`src/rtl/playback_addr_sequencer_if.sv`:
```
`default_nettype none
// +--------------------------------------------------------------------------+
// | playback_addr_sequencer_if : keyboard, tick and memory-read signal bundle |
// | Revision 1.0                                                             |
// +--------------------------------------------------------------------------+
interface playback_addr_sequencer_if #(
  parameter int ADDR_W  = 23,
  parameter int SPEED_W = 3
);
  logic               tick;
  logic               key_valid;
  logic [7:0]         keystroke;
  logic               read_ack;
  logic               read_req;
  logic [ADDR_W-1:0]  addr;
  logic               dir;
  logic               paused;
  logic [SPEED_W-1:0] speed;
  logic               done;
  logic               overrun;

  modport master (
    input  tick, key_valid, keystroke, read_ack,
    output read_req, addr, dir, paused, speed, done, overrun
  );

  modport slave (
    output tick, key_valid, keystroke, read_ack,
    input  read_req, addr, dir, paused, speed, done, overrun
  );
endinterface
`default_nettype wire

```
`src/rtl/playback_addr_sequencer.sv`:
```
`default_nettype none
// +--------------------------------------------------------------------------+
// | playback_addr_sequencer : keyboard-controlled sample read-address stepper |
// | Revision 1.0                                                             |
// +--------------------------------------------------------------------------+
module playback_addr_sequencer #(
  parameter int          ADDR_W     = 23,
  parameter int unsigned FIRST_ADDR = 0,
  parameter int unsigned LAST_ADDR  = 'h7FFFF,
  parameter int          SPEED_W    = 3,
  parameter bit          LOOP       = 1'b1
) (
  input wire logic                  clk,
  input wire logic                  reset,
  playback_addr_sequencer_if.master bus
);
  typedef enum logic [1:0] {
    ST_WAIT_TICK = 2'd0,
    ST_REQ       = 2'd1,
    ST_PAUSED    = 2'd2
  } state_t;

  localparam logic [ADDR_W:0]    c_first     = (ADDR_W+1)'(FIRST_ADDR);
  localparam logic [ADDR_W:0]    c_last      = (ADDR_W+1)'(LAST_ADDR);
  localparam logic [SPEED_W-1:0] c_speed_max = '1;
  localparam logic [SPEED_W-1:0] c_speed_min = SPEED_W'(1);

  state_t             r_state, w_state_n;
  logic [ADDR_W-1:0]  r_addr, w_addr_n;
  logic               r_dir, w_dir_n;
  logic [SPEED_W-1:0] r_speed, w_speed_n;
  logic               r_read_req, r_paused, r_done, r_overrun;
  logic               r_pend_pause, w_pend_pause_n;
  logic               r_pend_restart, w_pend_restart_n;
  logic               w_done_n, w_overrun_n;
  logic               w_key_pause, w_key_resume, w_key_fwd, w_key_bwd;
  logic               w_key_restart, w_key_up, w_key_down;
  logic [ADDR_W:0]    w_sum, w_back_lim;
  logic [ADDR_W-1:0]  w_step_addr, w_restart_addr;
  logic               w_hit_end;

  always_comb begin
    w_key_pause   = bus.key_valid && (bus.keystroke == 8'h44);
    w_key_resume  = bus.key_valid && (bus.keystroke == 8'h45);
    w_key_fwd     = bus.key_valid && (bus.keystroke == 8'h46);
    w_key_bwd     = bus.key_valid && (bus.keystroke == 8'h42);
    w_key_restart = bus.key_valid && (bus.keystroke == 8'h52);
    w_key_up      = bus.key_valid && (bus.keystroke == 8'h55);
    w_key_down    = bus.key_valid && (bus.keystroke == 8'h53);
  end

  // Direction and speed keys act at once, so a step taken in the same cycle uses the new values.
  always_comb begin
    w_dir_n = r_dir;
    if (w_key_fwd)      w_dir_n = 1'b1;
    else if (w_key_bwd) w_dir_n = 1'b0;

    w_speed_n = r_speed;
    if (w_key_up && (r_speed != c_speed_max))
      w_speed_n = r_speed + SPEED_W'(1);
    else if (w_key_down && (r_speed != c_speed_min))
      w_speed_n = r_speed - SPEED_W'(1);

    w_restart_addr = w_dir_n ? c_first[ADDR_W-1:0] : c_last[ADDR_W-1:0];
  end

  // End detection carries one extra bit so addr + speed cannot wrap unnoticed.
  always_comb begin
    w_sum       = {1'b0, r_addr} + (ADDR_W+1)'(w_speed_n);
    w_back_lim  = c_first + (ADDR_W+1)'(w_speed_n);
    w_hit_end   = 1'b0;
    w_step_addr = r_addr;
    if (w_dir_n) begin
      if (w_sum > c_last) begin
        w_hit_end   = 1'b1;
        w_step_addr = LOOP ? c_first[ADDR_W-1:0] : c_last[ADDR_W-1:0];
      end else begin
        w_step_addr = w_sum[ADDR_W-1:0];
      end
    end else begin
      if ({1'b0, r_addr} < w_back_lim) begin
        w_hit_end   = 1'b1;
        w_step_addr = LOOP ? c_last[ADDR_W-1:0] : c_first[ADDR_W-1:0];
      end else begin
        w_step_addr = r_addr - ADDR_W'(w_speed_n);
      end
    end
  end

  always_comb begin
    w_state_n        = r_state;
    w_addr_n         = r_addr;
    w_pend_pause_n   = r_pend_pause;
    w_pend_restart_n = r_pend_restart;
    w_done_n         = 1'b0;
    w_overrun_n      = 1'b0;
    case (r_state)
      ST_WAIT_TICK: begin
        // A pause arriving with a tick wins; the tick is silently dropped.
        if (w_key_pause) begin
          w_state_n = ST_PAUSED;
        end else begin
          if (w_key_restart) w_addr_n = w_restart_addr;
          if (bus.tick)      w_state_n = ST_REQ;
        end
      end
      ST_REQ: begin
        w_overrun_n      = bus.tick;
        w_pend_pause_n   = r_pend_pause | w_key_pause;
        w_pend_restart_n = r_pend_restart | w_key_restart;
        if (bus.read_ack) begin
          w_pend_pause_n   = 1'b0;
          w_pend_restart_n = 1'b0;
          w_state_n        = ST_WAIT_TICK;
          if (r_pend_restart || w_key_restart) begin
            w_addr_n = w_restart_addr;
          end else begin
            w_addr_n = w_step_addr;
            if (w_hit_end && !LOOP) begin
              w_state_n = ST_PAUSED;
              w_done_n  = 1'b1;
            end
          end
          if (r_pend_pause || w_key_pause) w_state_n = ST_PAUSED;
        end
      end
      ST_PAUSED: begin
        if (w_key_resume)  w_state_n = ST_WAIT_TICK;
        if (w_key_restart) w_addr_n  = w_restart_addr;
      end
      default: w_state_n = ST_WAIT_TICK;
    endcase
  end

  always_ff @(posedge clk or posedge reset) begin
    if (reset) begin
      r_state        <= ST_WAIT_TICK;
      r_addr         <= c_first[ADDR_W-1:0];
      r_dir          <= 1'b1;
      r_speed        <= c_speed_min;
      r_read_req     <= 1'b0;
      r_paused       <= 1'b0;
      r_done         <= 1'b0;
      r_overrun      <= 1'b0;
      r_pend_pause   <= 1'b0;
      r_pend_restart <= 1'b0;
    end else begin
      r_state        <= w_state_n;
      r_addr         <= w_addr_n;
      r_dir          <= w_dir_n;
      r_speed        <= w_speed_n;
      r_read_req     <= (w_state_n == ST_REQ);
      r_paused       <= (w_state_n == ST_PAUSED);
      r_done         <= w_done_n;
      r_overrun      <= w_overrun_n;
      r_pend_pause   <= w_pend_pause_n;
      r_pend_restart <= w_pend_restart_n;
    end
  end

  assign bus.read_req = r_read_req;
  assign bus.addr     = r_addr;
  assign bus.dir      = r_dir;
  assign bus.paused   = r_paused;
  assign bus.speed    = r_speed;
  assign bus.done     = r_done;
  assign bus.overrun  = r_overrun;
endmodule
`default_nettype wire
```
`src/flat_wrapper.sv`:
```
// flat-port wrapper written by rule: the top's interface ports become plain ports
module playback_addr_sequencer_flat 
#(
  parameter int          ADDR_W     = 23,
  parameter int unsigned FIRST_ADDR = 0,
  parameter int unsigned LAST_ADDR  = 'h7FFFF,
  parameter int          SPEED_W    = 3,
  parameter bit          LOOP       = 1'b1
)
  (clk, reset, bus_tick, bus_key_valid, bus_keystroke, bus_read_ack, bus_read_req, bus_addr, bus_dir, bus_paused, bus_speed, bus_done, bus_overrun);
  playback_addr_sequencer_if #(.ADDR_W(ADDR_W), .SPEED_W(SPEED_W)) bus_i ();
  input wire logic clk;
  input wire logic reset;
  input wire logic [$bits(bus_i.tick)-1:0] bus_tick;
  input wire logic [$bits(bus_i.key_valid)-1:0] bus_key_valid;
  input wire logic [$bits(bus_i.keystroke)-1:0] bus_keystroke;
  input wire logic [$bits(bus_i.read_ack)-1:0] bus_read_ack;
  output wire logic [$bits(bus_i.read_req)-1:0] bus_read_req;
  output wire logic [$bits(bus_i.addr)-1:0] bus_addr;
  output wire logic [$bits(bus_i.dir)-1:0] bus_dir;
  output wire logic [$bits(bus_i.paused)-1:0] bus_paused;
  output wire logic [$bits(bus_i.speed)-1:0] bus_speed;
  output wire logic [$bits(bus_i.done)-1:0] bus_done;
  output wire logic [$bits(bus_i.overrun)-1:0] bus_overrun;
  assign bus_i.tick = bus_tick;
  assign bus_i.key_valid = bus_key_valid;
  assign bus_i.keystroke = bus_keystroke;
  assign bus_i.read_ack = bus_read_ack;
  assign bus_read_req = bus_i.read_req;
  assign bus_addr = bus_i.addr;
  assign bus_dir = bus_i.dir;
  assign bus_paused = bus_i.paused;
  assign bus_speed = bus_i.speed;
  assign bus_done = bus_i.done;
  assign bus_overrun = bus_i.overrun;
  playback_addr_sequencer #(.ADDR_W(ADDR_W), .FIRST_ADDR(FIRST_ADDR), .LAST_ADDR(LAST_ADDR), .SPEED_W(SPEED_W), .LOOP(LOOP)) u_core (.clk(clk), .reset(reset), .bus(bus_i));
endmodule
```
`config.mk`:
```
export PLATFORM = sky130hd
export DESIGN_NAME = playback_addr_sequencer_flat
export DESIGN_NICKNAME = d
export VERILOG_FILES = /design/src/rtl/playback_addr_sequencer_if.sv /design/src/rtl/playback_addr_sequencer.sv /design/src/flat_wrapper.sv
export SDC_FILE = /design/constraint.sdc
export NUM_CORES = 1
export LEC_CHECK = 0
export ABC_AREA = 1
export BUFFER_PORTS_ARGS = -buffer_cell sky130_fd_sc_hd__buf_4
export CORE_MARGIN = 5
export CORE_UTILIZATION = 55
export DETAILED_ROUTE_END_ITERATION = 8
export GPL_TIMING_DRIVEN = 0
export PLACE_DENSITY = 0.75
export SKIP_LAST_GASP = 1
export SLEW_MARGIN = 20
export SYNTH_ARGS = -nofsm -noshare
export SYNTH_HDL_FRONTEND = slang
export SYNTH_SLANG_ARGS = --single-unit
export TNS_END_PERCENT = 10
```
`constraint.sdc`:
```
create_clock -name clk -period 3.7 [get_ports clk]
set_clock_uncertainty 0.2 [all_clocks]
set_input_delay 0.555 -clock clk [delete_from_list [all_inputs] [get_ports clk]]
set_output_delay 0.555 -clock clk [all_outputs]
set_load 0.03 [all_outputs]
```
==> results by stage <==
Run status:
- The flow ran to the end, and the final reports show no timing, DRC or antenna violations.

Synth:
- The top-area cell type share of the netlist area is a little under a quarter.
- Synthesis inferred 34 register bits.
- The average footprint of a synthesized cell is about 6.4 um2.
- The cell area that synthesis handed to floorplanning was roughly 0.0034 mm2.
- The number of nets handed over by synthesis was 553.
- The post-synthesis cell count is 528.
- The synthesized netlist contains 38 unique library cells.
- By area the synthesized netlist is led by sky130_fd_sc_hd__dfrtp_1 (24%), sky130_fd_sc_hd__nand2_1 (18%), sky130_fd_sc_hd__nor2_1 (7.4%).
- The portion of the post-synthesis area used by sequential elements is 25.4%.
- Of all cell types, the one taking the most synthesized area is sky130_fd_sc_hd__dfrtp_1.
- For this run, the number of Yosys warnings is 0.

Timing:
- Based on the critical path, the design can be clocked at up to 286 MHz.
- The pin slew with the least headroom to its limit is 0.723 ns.
- The clock period could shrink to 3.50 ns.
- The part of the cycle the worst path needs is 94.5%.
- Hold is met by 0.184 ns.
- The count of final hold-check violations is 0.
- Across all setup checks in the final design, the least slack found is slightly above 0.2 ns.
- Headroom to the max-slew limit came out at between 50% and 60%.
- Setup violations remaining at the end of the flow were counted as 0.
- The max-slew violation count came to 0.
- The post-route setup TNS is 0 ns.

Clocking:
- The number of clock buffers inserted by TritonCTS is 5.
- The clock reaches the later pin of the worst-skew pair after 0.29 ns.
- For this design, the sink count on the clock tree is 34.
- The cts-stage hold buffer count is 0.
- The deepest level of the CTS H-tree is 2.
- The longest clock path from root to sink contains 2 buffers.
- The CTS tree is built.
- The tree is rooted in a sky130_fd_sc_hd__clkbuf_8.
- After clock tree synthesis, the clock-pin slew on the worst setup and hold paths is ~0.08 ns.

Power and ir drop:
- The internal portion of total power is 1.20 mW.
- For this design the static power due to leakage is between 1.5 and 2 nW.
- The power share of the sequential group is between 20% and 30%.
- In this run, the clock network consumes between 10 and 15% of the power.
- The portion of total power attributed to combinational logic is around two thirds.
- The worst-case IR drop observed on VDD is about 0.5 mV.
- For this design the ratio of total power to cell area is 632 mW/mm2.
- The net switching power is ~1.3 mW.
- Power comes to 2.53 mW.
- The switching part of the total is between 50 and 60%.

Final layout:
- In the layout the commonest cells are sky130_fd_sc_hd__nand2_1 (159), sky130_fd_sc_hd__nor2_1 (63), sky130_fd_sc_hd__buf_4 (60).
- The register with the most flip-flops in the layout has 23 of them.
- The sequential cells in the finished layout cover a total of about 850 um2.
- The layout has 544 filler cells.
- The layout-stage area growth over the synthesis result is 19.5%.
- The number of diodes added for antenna fixing is 0.
- At the end of the flow, the number of nets in the layout was just over 600.
- Of the cells placed in the final design, the portion with a size suffix greater than 1 is between 20 and 25%.
- Leaving out fill and tap cells, the most frequent cell in the layout is sky130_fd_sc_hd__nand2_1.
- Summing all multi-input logic gate instances after layout gives between 0.002 and 0.0025 mm2.

Critical path:
- The maximum fanout along the worst path is 10.
- The critical path's largest stage delay is 0.56 ns.
- The slowest stage of the critical path belongs to the cell sky130_fd_sc_hd__dfstp_2.
- By instance count, the cell type seen most on the critical path is sky130_fd_sc_hd__nand2_1.
- The category of the worst setup path launch point is a flop.
- The critical path arrival is between 3 and 4 ns.
- The data required time at the worst endpoint is roughly 3.7 ns.
- By startpoint and endpoint, the worst setup path is classified as reg2reg.
- The endpoint kind of the worst setup timing path is a flop.
- Walking the worst path, the cells encountered are ha_1, ha_1, inv_1, nand4_1, nand2_1, xor2_1, inv_1, ha_1, inv_1, fa_2, o21ai_4, and2b_4, nand2_1, nand2_1, nand2_2, nor2_4, nand2_4, buf_8, o21ai_2, nand2_1, nand2_1.

Placement:
- The worst slack at placement is -0.331 ns.
- Once detailed placement completed, the half-perimeter wirelength came to 7320 um.
- The count of input and output buffers is between 40 and 50.
- The final weighted congestion in routability-driven placement is a little over 1.

Routing:
- The final antenna-violating net count is 0.
- After detailed routing, the average wire length per cell comes to ~15 um.
- For this block, the routed nets add up to roughly 9800 um of wire.
- After the first detailed-routing iteration, the DRC count stood at 221.
- Using the TritonRoute via totals, the vias-per-cell ratio works out to between 5 and 6.
- For this block, the via count after detailed routing is between 3000 and 4000.
- In the routed design, unresolved DRC markers number 0.
- The length of the first detailed-routing pass in iterations is 5.

Die:
- The die covers around 0.0078 mm2.
- The number of core rows is 28.
- The top-level port count is 44.
- Measured along the x axis, the die boundary spans 88.1 um.
- The core region is about 0.006 mm2.
- The effective utilization at floorplan is a little under three fifths.
- The chip height is 88.1 um.

Global routing:
- The number of antenna violations at the first check in global routing is 0.
- The via count of the first global-routing pass is 3361.
- The overflow left after global routing is 0.
- The largest net degree at the start of global routing is 35.
- The overall global routing resource usage is between 20 and 30%.
- The first-pass GRT wire length is 15700 um.

Flow run:
- The number of max-cap violations is 0.

Min path:
- The classification of the worst-slack hold path is in2async.
==> power by group through the flow <==
| stage | sequential, mW | clock [mW] | combinational (mW) |
|---|---|---|---|
| finish | 0.602 | 0.276 | 1.66 |
| global route | 0.621 | 0.307 | 1.81 |
| CTS | 0.598 | 0.284 | 1.53 |
| detailed placement | 0.606 | 0 | 1.52 |
| global placement | 0.599 | 0 | 1.49 |
| floorplan | 0.774 | 0 | 0.927 |
==> kinds of logic (layout without fill, tap and decap cells) <==
logic type	Yosys count	in the layout	synth area share (%)
flip-flops	34	34	25.4
adder cells (fa/ha/maj)	12	12	4.92
other	1	1	0.112
AND/OR/NAND/NOR	301	301	38.4
buffers and inverters	79	140	10.3
XOR/XNOR	32	32	8.35
AO/OA/AOI/OAI	69	69	12.6
==> worst max-delay path, delay by kind of cell (launching register included) <==
kind | cells | cell delay, ns
compound gates | 2 | 0.32
fa+ha+maj | 4 | 0.82
buf+inv | 4 | 0.37
simple gates | 10 | 1.01
flops | 1 | 0.56
xor+xnor | 1 | 0.14
==> metrics by stage <==
step / util, % / instances / instance area (um2)
5_1_grt: 67.7 / 664 / 4010
6_report: 67.7 / 664 / 4010
4_1_cts: 65.0 / 653 / 3850
2_1_floorplan: - / 528 / 3360
3_3_place_gp: 63.6 / 645 / 3760
3_5_place_dp: 63.6 / 645 / 3760
==> routing by layer <==
| layer | global-route usage, % | vias to the layer above | routed length, um |
|---|---|---|---|
| li1 | - | 1785 | - |
| met1 | 33.8 | 1661 | 4200 |
| met2 | 43.5 | 153 | 4660 |
| met3 | 3.29 | 20 | 673 |
| met5 | 0 | - | 0 |
| met4 | 10.7 | 0 | 250 |
==> cell type report <==
class / instances / area share (%)
tap: 75 / 2.34
timing repair buffer: 53 / 10.2
multi-input combinational: 415 / 55.2
clock inverter: 2 / 0.343
clock buffer: 6 / 1.81
sequential: 34 / 21.3
buffer: 21 / 3.31
inverter: 58 / 5.43
==> repair_timing <==
item	in CTS	in global routing
endpoints found under the setup margin	10	23
setup buffers	0	11
resized for setup	2	21
pin swaps	0	10
==> synthesized netlist by cell type (all sizes together) <==
library cell / instances
nor2: 78
a31oi: 1
inv: 58
nor4: 1
ha: 10
o311ai: 2
nand3: 30
dfstp: 2
fa: 2
nor3: 9
o21ai: 38
xor2: 28
nand2: 167
o21bai: 1
xnor2: 4
nand4: 11
a21oi: 22
o22ai: 4
conb: 1
dfrtp: 32
and2b: 1
nand3b: 2
buf: 17
a31o: 1
and2: 2
clkbuf: 4
==> final timing paths <==
| check | slack [ns] | to | cells after the start | startpoint |
|---|---|---|---|---|
| min in group clk | 0.32 | u_core.bus.overrun | 3 | bus_tick |
| max | 0.20 | u_core.bus.addr[1] | 21 | u_core.bus.speed[0] |
| max in group asynchronous | 2.65 | u_core.bus.addr[1] | 2 | reset |
| max reg2reg | 0.20 | u_core.bus.addr[1] | 21 | u_core.bus.speed[0] |
| min | 0.18 | u_core.bus.addr[14] | 2 | reset |
| min reg2reg | 0.34 | u_core.r_pend_restart | 2 | u_core.r_pend_restart |
No activity file was read; power rests on OpenSTA's default activity.
